$ cat config.mk
export PLATFORM = sky130hd
export DESIGN_NAME = pwm_dac_player_flat
export DESIGN_NICKNAME = d
export VERILOG_FILES = /design/src/rtl/pwm_pkg.sv /design/src/rtl/pwm_dac_player_if.sv /design/src/rtl/pwm_sample_fifo.sv /design/src/rtl/pwm_dac_player.sv /design/src/flat_wrapper.sv
export SDC_FILE = /design/constraint.sdc
export NUM_CORES = 1
export LEC_CHECK = 0
export CAP_MARGIN = 20
export CORE_MARGIN = 2
export CORE_UTILIZATION = 65
export CTS_CLUSTER_DIAMETER = 200
export DETAILED_ROUTE_END_ITERATION = 10
export PLACE_DENSITY_LB_ADDON = 0.25
export SYNTH_ARGS = -nofsm -noshare
export SYNTH_HDL_FRONTEND = slang
export SYNTH_SLANG_ARGS = --single-unit
$ cat constraint.sdc
create_clock -name clk -period 5.68 [get_ports clk]
set_input_delay 0.852 -clock clk [delete_from_list [all_inputs] [get_ports clk]]
set_output_delay 0.852 -clock clk [all_outputs]
set_load 0.01 [all_outputs]
$ cat src/rtl/pwm_pkg.sv
`default_nettype none
// ============================================================================
//  Module      : pwm_pkg
//  Description : Shared types and elaboration helpers for the PWM DAC player.
//  Revision    : 1.0 - initial release
// ============================================================================
package pwm_pkg;

    typedef enum logic [1:0] {
        IDLE  = 2'd0,
        PRIME = 2'd1,
        RUN   = 2'd2
    } dac_state_t;

    // Clocks between sample releases.
    function automatic int calc_sample_div(input int clock_freq, input int sample_rate);
        return clock_freq / sample_rate;
    endfunction

    function automatic int calc_samp_cnt_w(input int sample_div);
        return (sample_div > 1) ? $clog2(sample_div) : 1;
    endfunction

endpackage : pwm_pkg
`default_nettype wire

$ cat src/rtl/pwm_dac_player_if.sv
`default_nettype none
// ============================================================================
//  Module      : pwm_dac_player_if
//  Description : Valid/ready sample stream into the PWM DAC player.
//  Revision    : 1.0 - initial release
// ============================================================================
interface pwm_dac_player_if #(
    parameter int WIDTH = 8
);
    logic [WIDTH-1:0] s_data;
    logic             s_valid;
    logic             s_ready;

    modport master (output s_data, output s_valid, input  s_ready);
    modport slave  (input  s_data, input  s_valid, output s_ready);
endinterface : pwm_dac_player_if
`default_nettype wire

$ cat src/rtl/pwm_sample_fifo.sv
`default_nettype none
// ============================================================================
//  Module      : pwm_sample_fifo
//  Description : Synchronous sample FIFO with combinational head data.
//  Revision    : 1.0 - initial release
// ============================================================================
module pwm_sample_fifo #(
    parameter int WIDTH = 8,
    parameter int DEPTH = 16
) (
    input  wire logic                       clk,
    input  wire logic                       reset,
    input  wire logic                       i_push,
    input  wire logic [WIDTH-1:0]           i_data,
    input  wire logic                       i_pop,
    output logic      [WIDTH-1:0]           o_data,
    output logic                            o_full,
    output logic                            o_empty,
    output logic      [$clog2(DEPTH+1)-1:0] o_level
);
    localparam int C_AW = $clog2(DEPTH);
    localparam int C_LW = $clog2(DEPTH + 1);

    logic [WIDTH-1:0] r_mem [DEPTH];
    logic [C_AW-1:0]  r_wr_ptr;
    logic [C_AW-1:0]  r_rd_ptr;
    logic [C_LW-1:0]  r_level;
    logic             w_do_push;
    logic             w_do_pop;

    // Full blocks pushes even when a pop happens the same cycle.
    assign w_do_push = i_push & ~o_full;
    assign w_do_pop  = i_pop & ~o_empty;

    always_ff @(posedge clk or posedge reset) begin
        if (reset) begin
            r_wr_ptr <= '0;
            r_rd_ptr <= '0;
            r_level  <= '0;
        end else begin
            if (w_do_push) r_wr_ptr <= r_wr_ptr + 1'b1;
            if (w_do_pop)  r_rd_ptr <= r_rd_ptr + 1'b1;
            if (w_do_push && !w_do_pop)      r_level <= r_level + 1'b1;
            else if (!w_do_push && w_do_pop) r_level <= r_level - 1'b1;
        end
    end

    always_ff @(posedge clk) begin
        if (w_do_push) r_mem[r_wr_ptr] <= i_data;
    end

    assign o_data  = r_mem[r_rd_ptr];
    assign o_full  = (r_level == C_LW'(DEPTH));
    assign o_empty = (r_level == '0);
    assign o_level = r_level;

endmodule : pwm_sample_fifo
`default_nettype wire

$ cat src/rtl/pwm_dac_player.sv
`default_nettype none
// ============================================================================
//  Module      : pwm_dac_player
//  Description : Plays FIFO-buffered sample codes as a glitch-free PWM stream.
//  Revision    : 1.0 - initial release
// ============================================================================
module pwm_dac_player
    import pwm_pkg::*;
#(
    parameter int WIDTH       = 8,
    parameter int FIFO_DEPTH  = 16,
    parameter int CLOCK_FREQ  = 100_000_000,
    parameter int SAMPLE_RATE = 1000
) (
    input  wire logic                              clk,
    input  wire logic                              reset,
    input  wire logic                              enable,
    pwm_dac_player_if.slave                        s_if,
    input  wire logic                              clear_flags,
    output logic                                   pwm_out,
    output logic [WIDTH-1:0]                       duty_now,
    output logic [$clog2(FIFO_DEPTH+1)-1:0]        fifo_level,
    output logic                                   underflow,
    output logic                                   busy
);
    localparam int                    C_SAMPLE_DIV = calc_sample_div(CLOCK_FREQ, SAMPLE_RATE);
    localparam int                    C_SAMP_W     = calc_samp_cnt_w(C_SAMPLE_DIV);
    localparam logic [WIDTH-1:0]      C_PWM_LAST   = '1;
    localparam logic [C_SAMP_W-1:0]   C_SAMP_LAST  = C_SAMP_W'(C_SAMPLE_DIV - 1);

    dac_state_t            r_state;
    dac_state_t            w_next_state;
    logic [WIDTH-1:0]      r_pwm_cnt;
    logic [C_SAMP_W-1:0]   r_samp_cnt;
    logic                  r_pending;
    logic                  r_pwm_out;
    logic [WIDTH-1:0]      r_duty;
    logic                  r_underflow;

    logic                  w_full;
    logic                  w_empty;
    logic [WIDTH-1:0]      w_head;
    logic                  w_tick;
    logic                  w_wrap;
    logic                  w_sample_due;
    logic                  w_pop;
    logic                  w_clr;
    logic                  w_run_cnt;
    logic                  w_uf_set;

    pwm_sample_fifo #(
        .WIDTH (WIDTH),
        .DEPTH (FIFO_DEPTH)
    ) u_fifo (
        .clk     (clk),
        .reset   (reset),
        .i_push  (s_if.s_valid),
        .i_data  (s_if.s_data),
        .i_pop   (w_pop),
        .o_data  (w_head),
        .o_full  (w_full),
        .o_empty (w_empty),
        .o_level (fifo_level)
    );

    assign s_if.s_ready = ~w_full;

    // A tick landing on the wrap cycle is served immediately, otherwise it waits as pending.
    assign w_tick       = (r_samp_cnt == C_SAMP_LAST);
    assign w_wrap       = (r_pwm_cnt == C_PWM_LAST);
    assign w_sample_due = w_wrap & (r_pending | w_tick);

    always_ff @(posedge clk or posedge reset) begin
        if (reset) r_state <= IDLE;
        else       r_state <= w_next_state;
    end

    always_comb begin
        w_next_state = r_state;
        w_pop        = 1'b0;
        w_clr        = 1'b0;
        w_run_cnt    = 1'b0;
        w_uf_set     = 1'b0;
        case (r_state)
            IDLE: begin
                w_clr = 1'b1;
                if (enable) w_next_state = PRIME;
            end
            PRIME: begin
                w_clr = 1'b1;
                if (!enable) begin
                    w_next_state = IDLE;
                end else if (!w_empty) begin
                    w_pop        = 1'b1;
                    w_next_state = RUN;
                end
            end
            RUN: begin
                if (!enable) begin
                    w_clr        = 1'b1;
                    w_next_state = IDLE;
                end else begin
                    w_run_cnt = 1'b1;
                    if (w_sample_due) begin
                        w_pop    = ~w_empty;
                        w_uf_set = w_empty;
                    end
                end
            end
            default: begin
                w_clr        = 1'b1;
                w_next_state = IDLE;
            end
        endcase
    end

    always_ff @(posedge clk or posedge reset) begin
        if (reset) begin
            r_pwm_cnt   <= '0;
            r_samp_cnt  <= '0;
            r_pending   <= 1'b0;
            r_pwm_out   <= 1'b0;
            r_duty      <= '0;
            r_underflow <= 1'b0;
        end else begin
            if (w_clr) begin
                r_pwm_cnt  <= '0;
                r_samp_cnt <= '0;
                r_pending  <= 1'b0;
                r_pwm_out  <= 1'b0;
            end else if (w_run_cnt) begin
                r_pwm_cnt  <= r_pwm_cnt + 1'b1;
                r_samp_cnt <= w_tick ? '0 : r_samp_cnt + 1'b1;
                r_pwm_out  <= (r_pwm_cnt < r_duty);
                if (w_sample_due) r_pending <= 1'b0;
                else if (w_tick)  r_pending <= 1'b1;
            end
            // Loads only at PRIME exit or period end, so the new duty starts at pwm_cnt 0.
            if (w_pop) r_duty <= w_head;
            if (w_uf_set)         r_underflow <= 1'b1;
            else if (clear_flags) r_underflow <= 1'b0;
        end
    end

    assign pwm_out   = r_pwm_out;
    assign duty_now  = r_duty;
    assign underflow = r_underflow;
    assign busy      = (r_state != IDLE);

endmodule : pwm_dac_player
`default_nettype wire

$ cat src/flat_wrapper.sv
// flat-port wrapper written by rule: the top's interface ports become plain ports
module pwm_dac_player_flat import pwm_pkg::*;
#(
    parameter int WIDTH       = 8,
    parameter int FIFO_DEPTH  = 16,
    parameter int CLOCK_FREQ  = 100_000_000,
    parameter int SAMPLE_RATE = 1000
)
  (clk, reset, enable, clear_flags, pwm_out, duty_now, fifo_level, underflow, busy, s_if_s_data, s_if_s_valid, s_if_s_ready);
  pwm_dac_player_if #(.WIDTH(WIDTH)) s_if_i ();
  input  wire logic clk;
  input  wire logic reset;
  input  wire logic enable;
  input  wire logic clear_flags;
  output logic pwm_out;
  output logic [WIDTH-1:0] duty_now;
  output logic [$clog2(FIFO_DEPTH+1)-1:0] fifo_level;
  output logic underflow;
  output logic busy;
  input wire logic [$bits(s_if_i.s_data)-1:0] s_if_s_data;
  input wire logic [$bits(s_if_i.s_valid)-1:0] s_if_s_valid;
  output wire logic [$bits(s_if_i.s_ready)-1:0] s_if_s_ready;
  assign s_if_i.s_data = s_if_s_data;
  assign s_if_i.s_valid = s_if_s_valid;
  assign s_if_s_ready = s_if_i.s_ready;
  pwm_dac_player #(.WIDTH(WIDTH), .FIFO_DEPTH(FIFO_DEPTH), .CLOCK_FREQ(CLOCK_FREQ), .SAMPLE_RATE(SAMPLE_RATE)) u_core (.clk(clk), .reset(reset), .enable(enable), .s_if(s_if_i), .clear_flags(clear_flags), .pwm_out(pwm_out), .duty_now(duty_now), .fifo_level(fifo_level), .underflow(underflow), .busy(busy));
endmodule
Word-level counts from Yosys, hierarchy flattened. Memory sizes are Yosys's and may differ from the RTL's. A register that Yosys moved wholly into a read port is not among the register bits. Cells that the tools add are included.

Register bits after elaboration: 43. Bits in writable memories: 128. Input bits: 13. Logic and storage cells: 78. Memories: 1.

Memories: u_core.u_fifo.r_mem (words 16, width 8, read ports 1, clocked after memory_dff 1, write ports 1, RTL line pwm_sample_fifo.sv:24) `logic [WIDTH-1:0] r_mem [DEPTH];`.

Add/subtract/negate cells: 6. Magnitude comparators: 1. Eq/ne operators: 8. Muxes and demuxes: 34. Bitwise operators: 6. Reductions and logical operators: 13.

Operators by type and width (number): two-way mux 17 bit (3); two-way mux 1 bit (21); adder 17 x 1 -> 17 bit, second input constant (1); == test 17 bit, second input constant (1); two-way mux 8 bit (2); two-way mux 5 bit (2); adder 4 x 1 -> 4 bit, second input constant (2); adder 8 x 1 -> 8 bit, second input constant (1); == test 8 bit, second input constant (1); less-than comparator 8 bit (1); two-way mux 2 bit (4); nonzero test 2 bit (4); case mux 2 bit (3 select lines) (1); adder 5 x 1 -> 5 bit, second input constant (1); == test 5 bit, second input constant (1); zero test 5 bit (1); subtractor 5 x 1 -> 5 bit, second input constant (1); inequality test 2 bit, second input constant (2); bitwise AND 1 bit (3); inequality test 3 bit, second input constant (1); AND reduction 3 bit (1); nonzero test 3 bit (1); == test 2 x 1 -> 1 bit, second input constant (1); == test 2 bit, second input constant (1); 7 further kinds (10).

Longest topological paths before layout. Gate-level depths: netlist (run 1).

Word-level depth: 10. Mapped depth: 15. Depth with buffers taken out: 14.

Cells and area by module. From an unflattened synthesis (run 1), not the netlist that was laid out.

Cell total of the unflattened synthesis: 545. Area, all modules: 7921.3 um2.

By module, submodules not included: pwm_sample_fifo (instances 1, cells each 323, area an instance 5774.3 um2, sequential area each 4169.0 um2); pwm_dac_player (instances 1, cells each 222, area an instance 2147.1 um2, sequential area each 950.9 um2).

Worst setup path after synthesis (run 1). No wires, ideal clock.

Path type: reg2reg. Start point: register u_core.r_samp_cnt[5]. End point: register u_core.u_fifo.r_level[4], in the netlist u_core.u_fifo.o_level[4]. Setup time: 0.080 ns. Arrival time: 2.980 ns. Data required time: 5.600 ns. Path slack: 2.620 ns. Stages on the path, launching flop included: 14. Path buffers: 1. Cell sequence: dfrtp_1 or4_4 nor4_4 o311a_2 buf_6 inv_1 ha_1 inv_1 ha_1 nor2b_1 o21a_1 or3_1 a21oi_1 xnor2_1.

Cells in the longest elaborated chain, start to end: 10. Elaborated cells between the ends (all ways): 12. Classes of those cells: eq/ne: 1; mux: 4; bitwise: 3; reduce/logical: 4.

Ends and longest elaborated chain: from (decl) (RTL line pwm_dac_player.sv:34) `logic [C_SAMP_W-1:0] r_samp_cnt;`; from (signal assigned) (RTL line pwm_dac_player.sv:133) `r_samp_cnt <= w_tick ? '0 : r_samp_cnt + 1'b1;`; == test 17 bit (*) (RTL line pwm_dac_player.sv:69) `assign w_tick = (r_samp_cnt == C_SAMP_LAST);`; OR 1 bit (*) (RTL line pwm_dac_player.sv:71) `assign w_sample_due = w_wrap & (r_pending | w_tick);`; bitwise AND 1 bit (*) (RTL line pwm_dac_player.sv:71); two-way mux 1 bit (*) (RTL line pwm_dac_player.sv:104) `if (w_sample_due) begin`; two-way mux 1 bit (*) (RTL line pwm_dac_player.sv:99) `if (!enable) begin`; case mux 1 bit (2 select lines) (*) (RTL line pwm_dac_player.sv:84) `case (r_state)`; bitwise AND 1 bit (*) (RTL line pwm_sample_fifo.sv:33) `assign w_do_pop = i_pop & ~o_empty;`; zero test 1 bit (RTL line pwm_sample_fifo.sv:43) `if (w_do_push && !w_do_pop) r_level <= r_level + 1'b1;`; logical AND 1 bit (RTL line pwm_sample_fifo.sv:43); two-way mux 5 bit or nonzero test 2 bit (tied branches); to (signal assigned) (RTL line pwm_sample_fifo.sv:43); to (signal assigned) (RTL line pwm_sample_fifo.sv:44) `else if (!w_do_push && w_do_pop) r_level <= r_level - 1'b1;`; to (decl) (RTL line pwm_sample_fifo.sv:27) `logic [C_LW-1:0] r_level;`.

Mark *: on every way between the ends. The rest lies on a longest branch, timed or not. A chain may end at the register's enable or synchronous reset.

Worst setup path in the final report (run 1). Ends and elaborated chain as after synthesis.

==> results.json, run 1 <==
{
  "result_of_the_run": "finished, final reports clean",
  "hp-class": "reg -> reg",
  "ctsLongestPathBuffers": 2,
  "max_clock_freq_mhz": 284,
  "max_slew_violations": 0,
  "dr_total_vias": 4133,
  "utilization_after_layout_pct": 75.3,
  "first_pass_iters": 7,
  "synth_warnings": 0,
  "critical_path.max_stage_delay_ns": 0.56,
  "ctsHoldBuffers": 0,
  "cts_htree_levels": 4,
  "p_per_area_mw_per_mm2": 481,
  "portBuffers": 29,
  "crit_fanout": 20,
  "tritoncts": "done",
  "synth.cell_area_sq_mm": 0.00754,
  "setup_violations": 0,
  "synth.top_cells.by_count": "128 x sky130_fd_sc_hd__edfxtp_1, 51 x sky130_fd_sc_hd__dfrtp_1, 42 x sky130_fd_sc_hd__nor2_1",
  "crit_path_start_kind": "flip-flop",
  "ant_nets": 0,
  "area_growth_syn_to_layout_pct": 13.6,
  "leakagePower_nw": 3.10,
  "ir_worst_vdd_mv": 0.437,
  "clock_sink_count": 179,
  "syn_area_per_cell_sq_um": 15.6,
  "cell_taking_the_most_area_after_synthesis": "sky130_fd_sc_hd__edfxtp_1",
  "synth_async_sr_flop_share_pct": 28.5,
  "global_route.overflow_total": 0,
  "postSynthCellCount": 484,
  "netlist.area_leader.share_pct": 51.0,
  "initial_utilization_pct": 66.3,
  "grt_start_max_net_pins": 52,
  "cts_root_buf": "sky130_fd_sc_hd__clkbuf_16",
  "criticalPathCategory": "reg -> reg",
  "critPathTopFamily": "simple AND/OR/NAND/NOR gates",
  "die_h_um": 112,
  "std_cell_rows": 39,
  "critPathCaptureType": "flip-flop",
  "totalNegativeSetupSlack_ns": 0,
  "die_x_um": 112,
  "synth_cell_type_count": 50,
  "drtIter0Drc": 420,
  "fillerInstances": 656,
  "drt-vias-per-instance": 6.12,
  "timing.critical_path.slowest_stage_cell": "sky130_fd_sc_hd__or4_4",
  "post_cts.resized_instances": 0,
  "track_usage_pct": 24.8,
  "tightest_slew_ns": 0.850,
  "timing.critical_path.required_ns": 6.03,
  "antenna_violations_before_repair": 0,
  "grt_setup_unrepaired": "false",
  "num-nets-final": 554,
  "cts_clock_pin_slew_for_the_worst_setup_and_hold_paths_ns": 0.07,
  "place.detailed.hpwl_um": 9130,
  "maxSlewHeadroom_pct": 43.1,
  "post_route_cells_drive_above_1_share_pct": 14.8,
  "synth_fp_nets": 519,
  "skew_ns": 0.0100,
  "cp_num_buf_inv": 2,
  "io_pins": 30,
  "max_cap_viol_count": 0,
  "drc": 0,
  "number_of_global_route_vias_before_repair": 4241,
  "synth_edf_count": 128,
  "ys_dominant_reg_cell": "sky130_fd_sc_hd__edfxtp_1",
  "first_pass_grt_wire_length_um": 22900,
  "fin_crit_sh_pct": 62.0,
  "total_power_mw": 4.11,
  "synth_seq_area_share_pct": 67.9,
  "cts-buffers-inserted": 17,
  "crit_chain": "or4_4, nor4_4, o311a_2, inv_1, ha_1, inv_1, ha_1, nor2b_1, o21a_1, or3_1, a21oi_1, xnor2_1",
  "critPathArrivalTime_ns": 3.87,
  "clock_latency_late_sink_ns": 0.42,
  "die_area_sq_mm": 0.0125,
  "wl_per_cell_um": 21.2,
  "antenna_cells": 0,
  "layout_min_cycle_time_ns": 3.52,
  "most_frequent_cell_after_synthesis": "sky130_fd_sc_hd__edfxtp_1",
  "ys_top_cells_by_area": "sky130_fd_sc_hd__edfxtp_1 51%, sky130_fd_sc_hd__dfrtp_1 17%, sky130_fd_sc_hd__mux4_2 9.6%",
  "timing_hold_violations_final": 0,
  "core_region_area_sq_mm": 0.0114,
  "synth.ff_latch_count": 179,
  "globalplace.congestion": 0.763,
  "drt_wl_total_um": 14300,
  "cts_setup_buffers": 0
}
[state kept, by name, summed over array words and instances (netlist names)]
name	cells
u_core.r_pending	1
u_core.u_fifo.r_rd_ptr	4
u_core.u_fifo.r_mem	128
u_core.duty_now	8
u_core.r_state	2
u_core.u_fifo.r_wr_ptr	4
u_core.r_pwm_cnt	8
u_core.u_fifo.o_level	5
u_core.r_samp_cnt	17
u_core.underflow	1
u_core.pwm_out	1
[cell families after synthesis]
kind of cell	share of synthesized area [%]
xor+xnor	3.59
fa+ha+maj	3.75
flops	67.9
compound gates	4.28
mux	9.84
buf+inv	2.41
simple gates	8.22
[report_power, final]
| group | total, mW | switching, mW | internal (mW) |
|---|---|---|---|
| logic | 1.26 | 0.689 | 0.572 |
| registers | 1.70 | 0.110 | 1.59 |
| clock network | 1.15 | 0.488 | 0.664 |
| total | 4.11 | 1.29 | 2.83 |
[area by class of cell]
| cell class | count | area [sq um] | share of cell area [%] |
|---|---|---|---|
| multi-input cells | 262 | 2240 | 26.1 |
| inverters | 23 | 86.3 | 1.01 |
| flip-flops and latches | 179 | 5120 | 59.8 |
| clock buffers | 21 | 482 | 5.63 |
| clock inverters | 11 | 114 | 1.33 |
| repair buffers | 36 | 343 | 4.00 |
| well taps | 143 | 179 | 2.09 |
[layout by cell type (no fill, tap or decap), types with 7 or more instances in the layout]
master,count
sky130_fd_sc_hd__edfxtp_1,128
sky130_fd_sc_hd__ha_1,21
sky130_fd_sc_hd__nor2_1,42
sky130_fd_sc_hd__xor2_1,14
sky130_fd_sc_hd__o21ai_0,13
sky130_fd_sc_hd__clkdlybuf4s50_1,29
sky130_fd_sc_hd__a21oi_1,7
sky130_fd_sc_hd__xnor2_1,15
sky130_fd_sc_hd__nand2_1,38
sky130_fd_sc_hd__buf_4,7
sky130_fd_sc_hd__dfrtp_1,50
sky130_fd_sc_hd__mux4_2,32
sky130_fd_sc_hd__clkbuf_16,18
sky130_fd_sc_hd__inv_1,22
sky130_fd_sc_hd__nand3_1,10
sky130_fd_sc_hd__a22oi_1,14
sky130_fd_sc_hd__nor3_1,7
[stage by stage]
stage / cells / cell area [sq um] / hold WS, ns / setup WS, ns
4_1_cts: 675 / 8560 / 0.510 / 2.16
3_3_place_gp: 643 / 7970 / 0.465 / 1.93
2_1_floorplan: 484 / 7540 / 0.450 / 2.62
3_5_place_dp: 643 / 7970 / 0.490 / 1.83
5_1_grt: 675 / 8560 / 0.521 / 1.97
6_report: 675 / 8560 / 0.501 / 2.16
[worst reg2reg max path, cell delays in order (launching register included)]
cell and delay (ns):
sky130_fd_sc_hd__dfrtp_1 0.43, sky130_fd_sc_hd__or4_4 0.56, sky130_fd_sc_hd__nor4_4 0.34, sky130_fd_sc_hd__o311a_2 0.45, sky130_fd_sc_hd__inv_1 0.11, sky130_fd_sc_hd__ha_1 0.25
sky130_fd_sc_hd__inv_1 0.12, sky130_fd_sc_hd__ha_1 0.27, sky130_fd_sc_hd__nor2b_1 0.14, sky130_fd_sc_hd__o21a_1 0.18, sky130_fd_sc_hd__or3_1 0.30, sky130_fd_sc_hd__a21oi_1 0.18
sky130_fd_sc_hd__xnor2_1 0.13
[routing by layer]
metal | part of all wire (%) | vias to the layer above | global-route usage [%] | wire length [um]
met5 | 0 | - | 0 | 0
met4 | 1.2 | 0 | 7.65 | 177
met3 | 5.8 | 18 | 6.15 | 828
met2 | 50 | 140 | 39.1 | 7200
met1 | 43 | 2103 | 35.1 | 6120
li1 | - | 1872 | - | -
[worst paths after layout]
check,start,endpoint,slack [ns],cells after the start
worst max register to register,u_core.r_samp_cnt[5],u_core.u_fifo.o_level[4],2.16,12
worst min register to register,u_core.r_samp_cnt[0],u_core.r_samp_cnt[0],0.50,1
worst min-delay path,u_core.r_samp_cnt[0],u_core.r_samp_cnt[0],0.50,1
worst max-delay path,u_core.r_samp_cnt[5],u_core.u_fifo.o_level[4],2.16,12
min in group asynchronous,reset,u_core.u_fifo.r_rd_ptr[1],0.93,3
max in group asynchronous,reset,u_core.u_fifo.r_rd_ptr[0],4.25,3
Note: power is estimated with default switching activity, not from simulation.
==> run 2: changes to the inputs <==
--- a/config.mk
+++ b/config.mk
@@ -7,7 +7,7 @@
 export LEC_CHECK = 0
 export CAP_MARGIN = 20
 export CORE_MARGIN = 2
-export CORE_UTILIZATION = 65
+export CORE_UTILIZATION = 60
 export CTS_CLUSTER_DIAMETER = 200
 export DETAILED_ROUTE_END_ITERATION = 10
 export PLACE_DENSITY_LB_ADDON = 0.25
==> constraint.sdc (replaced) <==
create_clock -name clk -period 3.3 [get_ports clk]
set_input_delay 0.495 -clock clk [delete_from_list [all_inputs] [get_ports clk]]
set_output_delay 0.495 -clock clk [all_outputs]
set_load 0.01 [all_outputs]
==> results.json, run 2 (same netlist as run 1, synthesis figures left out) <==
{
  "max_clock_freq_mhz": 325,
  "global_route.overflow_total": 0,
  "busiest_layer": "met2",
  "first_pass_iters": 7,
  "cts_htree_levels": 4,
  "io_pins": 30,
  "antenna_violations_before_repair": 0,
  "cts_root_buf": "sky130_fd_sc_hd__clkbuf_16",
  "critPathArrivalTime_ns": 3.43,
  "hp-class": "in -> async",
  "number_of_global_route_vias_before_repair": 4342,
  "cts_setup_buffers": 0,
  "grt.met2_usage_pct": 39.3,
  "first_pass_grt_wire_length_um": 23900,
  "area_growth_syn_to_layout_pct": 15.5,
  "crit_fanout": 5,
  "cts_clock_pin_slew_for_the_worst_setup_and_hold_paths_ns": 0.07,
  "fillerInstances": 801,
  "layout_commonest_cell": "sky130_fd_sc_hd__edfxtp_1",
  "initial_utilization_pct": 62.0,
  "drtIter0Drc": 348,
  "clock_latency_late_sink_ns": 0.43,
  "dr_total_vias": 4238,
  "fin_crit_sh_pct": 93.3,
  "post_route_cells_drive_above_1_share_pct": 17.2,
  "clock_sink_count": 179,
  "preCtsSetupSlack_ns": 0.194,
  "ant_nets": 0,
  "drt-vias-per-instance": 5.94,
  "max_cap_viol_count": 0,
  "wl_per_cell_um": 21.0,
  "antenna_cells": 0,
  "ir_worst_vdd_mv": 0.537,
  "num-nets-final": 568,
  "grt_start_max_net_pins": 29,
  "tritoncts": "done",
  "result_of_the_run": "finished, final reports clean",
  "setup_violations": 0,
  "post_cts.resized_instances": 0,
  "largest_reg_flops": 128,
  "grt_setup_unrepaired": "false",
  "std_cell_rows": 40,
  "largestRegisters": "u_core.u_fifo.r_mem x128, u_core.r_samp_cnt x17",
  "portBuffers": 29,
  "timing_hold_violations_final": 0,
  "utilization_after_layout_pct": 71.6,
  "maxSlewHeadroom_pct": 45.6,
  "globalplace.congestion": 0.839,
  "die_h_um": 116,
  "drc": 0,
  "cts-buffers-inserted": 17,
  "criticalPathCategory": "reg -> reg",
  "die_area_sq_mm": 0.0135,
  "leakagePower_nw": 3.16,
  "grt_use_met1_pct": 33.8,
  "tightest_slew_ns": 0.813,
  "grtUsageMet3_pct": 5.50,
  "die_x_um": 116,
  "timing.critical_path.required_ns": 3.65,
  "critPathCaptureType": "flip-flop",
  "place.detailed.hpwl_um": 9700,
  "layout_min_cycle_time_ns": 3.08,
  "totalNegativeSetupSlack_ns": 0,
  "total_power_mw": 7.23,
  "skew_ns": 0.0102,
  "worst_slack_ns": 0.220,
  "max_slew_violations": 0,
  "crit_path_start_kind": "flip-flop",
  "ctsLongestPathBuffers": 2,
  "drt_wl_total_um": 15000,
  "track_usage_pct": 24.7,
  "core_region_area_sq_mm": 0.0122,
  "regMostFlops": "u_core.u_fifo.r_mem",
  "most-common-layout-cells": "128 x sky130_fd_sc_hd__edfxtp_1, 50 x sky130_fd_sc_hd__dfrtp_1, 42 x sky130_fd_sc_hd__nor2_1",
  "p_per_area_mw_per_mm2": 831
}
## run 2: worst max-delay path, stage by stage, from the launching register on
cell	delay [ns]
sky130_fd_sc_hd__dfrtp_1	0.42
sky130_fd_sc_hd__ha_1	0.24
sky130_fd_sc_hd__nand2_1	0.12
sky130_fd_sc_hd__o31ai_1	0.37
sky130_fd_sc_hd__o311a_2	0.26
sky130_fd_sc_hd__inv_1	0.06
sky130_fd_sc_hd__ha_1	0.23
sky130_fd_sc_hd__inv_1	0.12
sky130_fd_sc_hd__ha_1	0.27
sky130_fd_sc_hd__nor2b_1	0.14
sky130_fd_sc_hd__o21a_1	0.17
sky130_fd_sc_hd__or3_1	0.30
sky130_fd_sc_hd__a21oi_1	0.18
sky130_fd_sc_hd__xnor2_1	0.13
## run 2: power by group
| part | internal, mW | total [mW] | switching [mW] | leakage (nW) |
|---|---|---|---|---|
| clock | 1.09 | 2.04 | 0.949 | 0.292 |
| sequential | 2.73 | 2.99 | 0.252 | 1.83 |
| combinational | 1.03 | 2.21 | 1.18 | 1.05 |
| total | 4.86 | 7.23 | 2.38 | 3.16 |
## run 2: cell type report
type | count | area, sq um | area share, %
Multi-Input combinational cell | 262 | 2240 | 25.7
Sequential cell | 179 | 5120 | 58.8
Inverter | 23 | 86.3 | 0.992
Timing Repair Buffer | 50 | 448 | 5.15
Clock inverter | 15 | 178 | 2.04
Clock buffer | 17 | 425 | 4.89
Tap cell | 168 | 210 | 2.41
## run 2: path summary, 6_finish.rpt
check	start	slack [ns]	end	depth (start not counted)
worst min register to register	u_core.r_samp_cnt[0]	0.49	u_core.r_samp_cnt[0]	1
max in group asynchronous	reset	2.11	u_core.r_pwm_cnt[4]	3
min in group clk	u_core.r_samp_cnt[0]	0.49	u_core.r_samp_cnt[0]	1
worst max register to register	u_core.r_pwm_cnt[0]	0.22	u_core.u_fifo.o_level[4]	13
worst min-delay path	reset	0.43	u_core.u_fifo.r_wr_ptr[2]	2
worst max-delay path	u_core.r_pwm_cnt[0]	0.22	u_core.u_fifo.o_level[4]	13
## run 2: what timing repair did
action / in CTS / in global routing
setup endpoints to repair: 0 / 1
hold endpoints to repair: 0 / 0
hold buffers: 0 / 0
## run 2: metrics by stage
step | hold WS (ns) | cell area [sq um] | std cells
2_1_floorplan | 0.450 | 7540 | 484
3_3_place_gp | 0.464 | 8100 | 682
3_5_place_dp | 0.479 | 8100 | 682
4_1_cts | 0.439 | 8710 | 714
5_1_grt | 0.453 | 8710 | 714
6_report | 0.428 | 8710 | 714
## run 2: per-layer routing
metal  share of wire (%)  routed length [um]  vias up
met5                   0                   0        -
met4                 2.1                 321        0
met3                 5.0                 751       27
met2                  50                7530      146
met1                  42                6360     2157
li1                    -                   -     1908
==> run 3: changes to the inputs <==
--- a/config.mk
+++ b/config.mk
@@ -5,12 +5,14 @@
 export SDC_FILE = /design/constraint.sdc
 export NUM_CORES = 1
 export LEC_CHECK = 0
+export ABC_AREA = 1
 export CAP_MARGIN = 20
 export CORE_MARGIN = 2
-export CORE_UTILIZATION = 60
+export CORE_UTILIZATION = 61
 export CTS_CLUSTER_DIAMETER = 200
 export DETAILED_ROUTE_END_ITERATION = 10
 export PLACE_DENSITY_LB_ADDON = 0.25
 export SYNTH_ARGS = -nofsm -noshare
 export SYNTH_HDL_FRONTEND = slang
+export SYNTH_HIERARCHICAL = 1
 export SYNTH_SLANG_ARGS = --single-unit
==> results.json, run 3 <==
{
  "drc": 0,
  "power.internal_mw": 4.56,
  "sw_frac_of_total_pct": 36.8,
  "synth_fp_nets": 900,
  "ir_worst_vdd_mv": 0.487,
  "max_cap_viol_count": 0,
  "wl_per_cell_um": 15.7,
  "totalNegativeSetupSlack_ns": 0,
  "ys_top_cells_by_area": "sky130_fd_sc_hd__edfxtp_1 47%, sky130_fd_sc_hd__dfrtp_1 15%, sky130_fd_sc_hd__nand2_1 13%",
  "synth.ff_latch_count": 179,
  "post_cts.resized_instances": 0,
  "num-nets-final": 933,
  "number_of_global_route_vias_before_repair": 5580,
  "cts-buffers-inserted": 17,
  "cts_root_buf": "sky130_fd_sc_hd__clkbuf_16",
  "clock_sink_count": 179,
  "grt_setup_unrepaired": "false",
  "synth_cell_type_count": 29,
  "largest_reg_flops": 128,
  "grt_start_max_net_pins": 82,
  "cts_setup_buffers": 0,
  "net-switching-power_mw": 2.66,
  "antenna_cells": 0,
  "critPathArrivalTime_ns": 3.21,
  "crit_top_cell": "sky130_fd_sc_hd__ha_1",
  "maxSlewHeadroom_pct": 42.1,
  "drt-vias-per-instance": 5.32,
  "ys_dominant_reg_cell": "sky130_fd_sc_hd__edfxtp_1",
  "syn_area_per_cell_sq_um": 9.55,
  "die_area_sq_mm": 0.0145,
  "synth_seq_area_share_pct": 62.0,
  "synth_warnings": 6,
  "max_slew_violations": 0,
  "criticalPathCategory": "reg -> reg",
  "crit_chain": "ha_1, nand3_2, nor2_1, nand3_1, nor2_2, nand2_2, nand2_4, nand2_4, inv_1, nand2_1, ha_1, inv_1, ha_1, nand2_1, nand4_1, nand3_1, o21ai_0",
  "global_route.overflow_total": 0,
  "track_usage_pct": 25.1,
  "result_of_the_run": "finished, final reports clean",
  "critical_path.max_stage_delay_ns": 0.40,
  "hp-class": "in -> async",
  "register_share_of_total_power_pct": 40.4,
  "die_h_um": 120,
  "cts_clock_pin_slew_for_the_worst_setup_and_hold_paths_ns": 0.07,
  "antenna_violations_before_repair": 0,
  "tritoncts": "done",
  "most-common-layout-cells": "282 x sky130_fd_sc_hd__nand2_1, 128 x sky130_fd_sc_hd__edfxtp_1, 104 x sky130_fd_sc_hd__inv_1",
  "ctsHoldBuffers": 0,
  "p_per_area_mw_per_mm2": 779,
  "place.detailed.hpwl_um": 11300,
  "critPathCaptureType": "flip-flop",
  "ctsLongestPathBuffers": 2,
  "layout_commonest_cell": "sky130_fd_sc_hd__nand2_1",
  "io_pins": 30,
  "timing.critical_path.slowest_stage_cell": "sky130_fd_sc_hd__dfrtp_1",
  "std_cell_rows": 42,
  "critPathTopFamily": "simple AND/OR/NAND/NOR gates",
  "postSynthCellCount": 865,
  "fin_hold_ws_ns": 0.413,
  "drtIter0Drc": 600,
  "timing_hold_violations_final": 0,
  "cp_num_buf_inv": 2,
  "globalplace.congestion": 0.907,
  "fin_crit_sh_pct": 87.4,
  "portBuffers": 29,
  "first_pass_iters": 6,
  "core_region_area_sq_mm": 0.0132,
  "synth.top_cells.by_count": "282 x sky130_fd_sc_hd__nand2_1, 128 x sky130_fd_sc_hd__edfxtp_1, 104 x sky130_fd_sc_hd__inv_1",
  "clock_latency_late_sink_ns": 0.44,
  "cell_taking_the_most_area_after_synthesis": "sky130_fd_sc_hd__edfxtp_1",
  "netlist.area_leader.share_pct": 46.6,
  "post_route_cells_drive_above_1_share_pct": 6.37,
  "largestRegisters": "u_core/u_fifo/r_mem x128, u_core/r_samp_cnt x17",
  "crit_fanout": 9,
  "synth_edf_count": 128,
  "cts_htree_levels": 4,
  "leakagePower_nw": 4.00,
  "die_x_um": 120,
  "synth_async_sr_flop_share_pct": 28.5,
  "initial_utilization_pct": 62.3,
  "area_growth_syn_to_layout_pct": 12.2,
  "ant_nets": 0,
  "synth.cell_area_sq_mm": 0.00826,
  "skew_ns": 0.00812,
  "setup_violations": 0,
  "timing.critical_path.required_ns": 3.62,
  "dr_total_vias": 5787,
  "crit_path_start_kind": "flip-flop",
  "drt_wl_total_um": 17000,
  "regMostFlops": "u_core/u_fifo/r_mem",
  "max_clock_freq_mhz": 347,
  "comb_power_share_pct": 33.0,
  "most_frequent_cell_after_synthesis": "sky130_fd_sc_hd__nand2_1",
  "layout_min_cycle_time_ns": 2.89,
  "first_pass_grt_wire_length_um": 27500,
  "tightest_slew_ns": 0.867,
  "power_frac_clock_pct": 26.6
}
## run 3: cells by family after synthesis
group | synth area share, %
buf+inv | 6.35
compound gates | 1.44
xor+xnor | 1.80
simple gates | 25.0
fa+ha+maj | 3.42
flops | 62.0
## run 3: layer usage
| metal | part of all wire [%] | track usage [%] |
|---|---|---|
| met5 | 0 | 0 |
| met4 | 2.1 | 11.0 |
| met3 | 6.4 | 5.57 |
| met2 | 48 | 40.0 |
| met1 | 43 | 33.6 |
## run 3: worst paths after layout
| check | startpoint | end | slack [ns] | cells past startpoint |
|---|---|---|---|---|
| setup / recovery | u_core/r_pwm_cnt[0] | u_core/u_fifo/o_level[3] | 0.41 | 17 |
| min in group clk | u_core/r_samp_cnt[0] | u_core/r_samp_cnt[0] | 0.46 | 1 |
| max in group asynchronous | reset | u_core/r_pwm_cnt[3] | 2.47 | 3 |
| hold / removal | reset | u_core/u_fifo/o_level[3] | 0.41 | 2 |
| setup reg to reg | u_core/r_pwm_cnt[0] | u_core/u_fifo/o_level[3] | 0.41 | 17 |
| hold reg to reg | u_core/r_samp_cnt[0] | u_core/r_samp_cnt[0] | 0.46 | 1 |
## run 3: area by class of cell
type / instances / area, sq um
Clock buffer: 19 / 433
Clock inverter: 13 / 124
Fill cell: 990 / 3980
Inverter: 109 / 409
Multi-Input combinational cell: 555 / 2610
Sequential cell: 179 / 5120
Tap cell: 176 / 220
Timing Repair Buffer: 36 / 343
## run 3: stage by stage
step	utilization [%]	cells	cell area, sq um	setup slack, ns	power, mW
final	69.9	1087	9260	0.415	7.22
after global routing	69.9	1087	9260	0.111	7.66
after CTS	69.9	1087	9260	0.445	7.22
after detailed placement	65.7	1055	8710	0.435	5.31
after global placement	65.7	1055	8710	0.512	5.22
after floorplan	-	865	8260	0.766	4.56
## run 3: power groups by stage
stage	Combinational (mW)	Sequential (mW)	Clock [mW]
2_1_floorplan	1.63	2.92	0
5_1_grt	2.68	2.95	2.04
6_report	2.38	2.91	1.92
3_3_place_gp	2.28	2.94	0
4_1_cts	2.36	2.91	1.95
3_5_place_dp	2.35	2.96	0
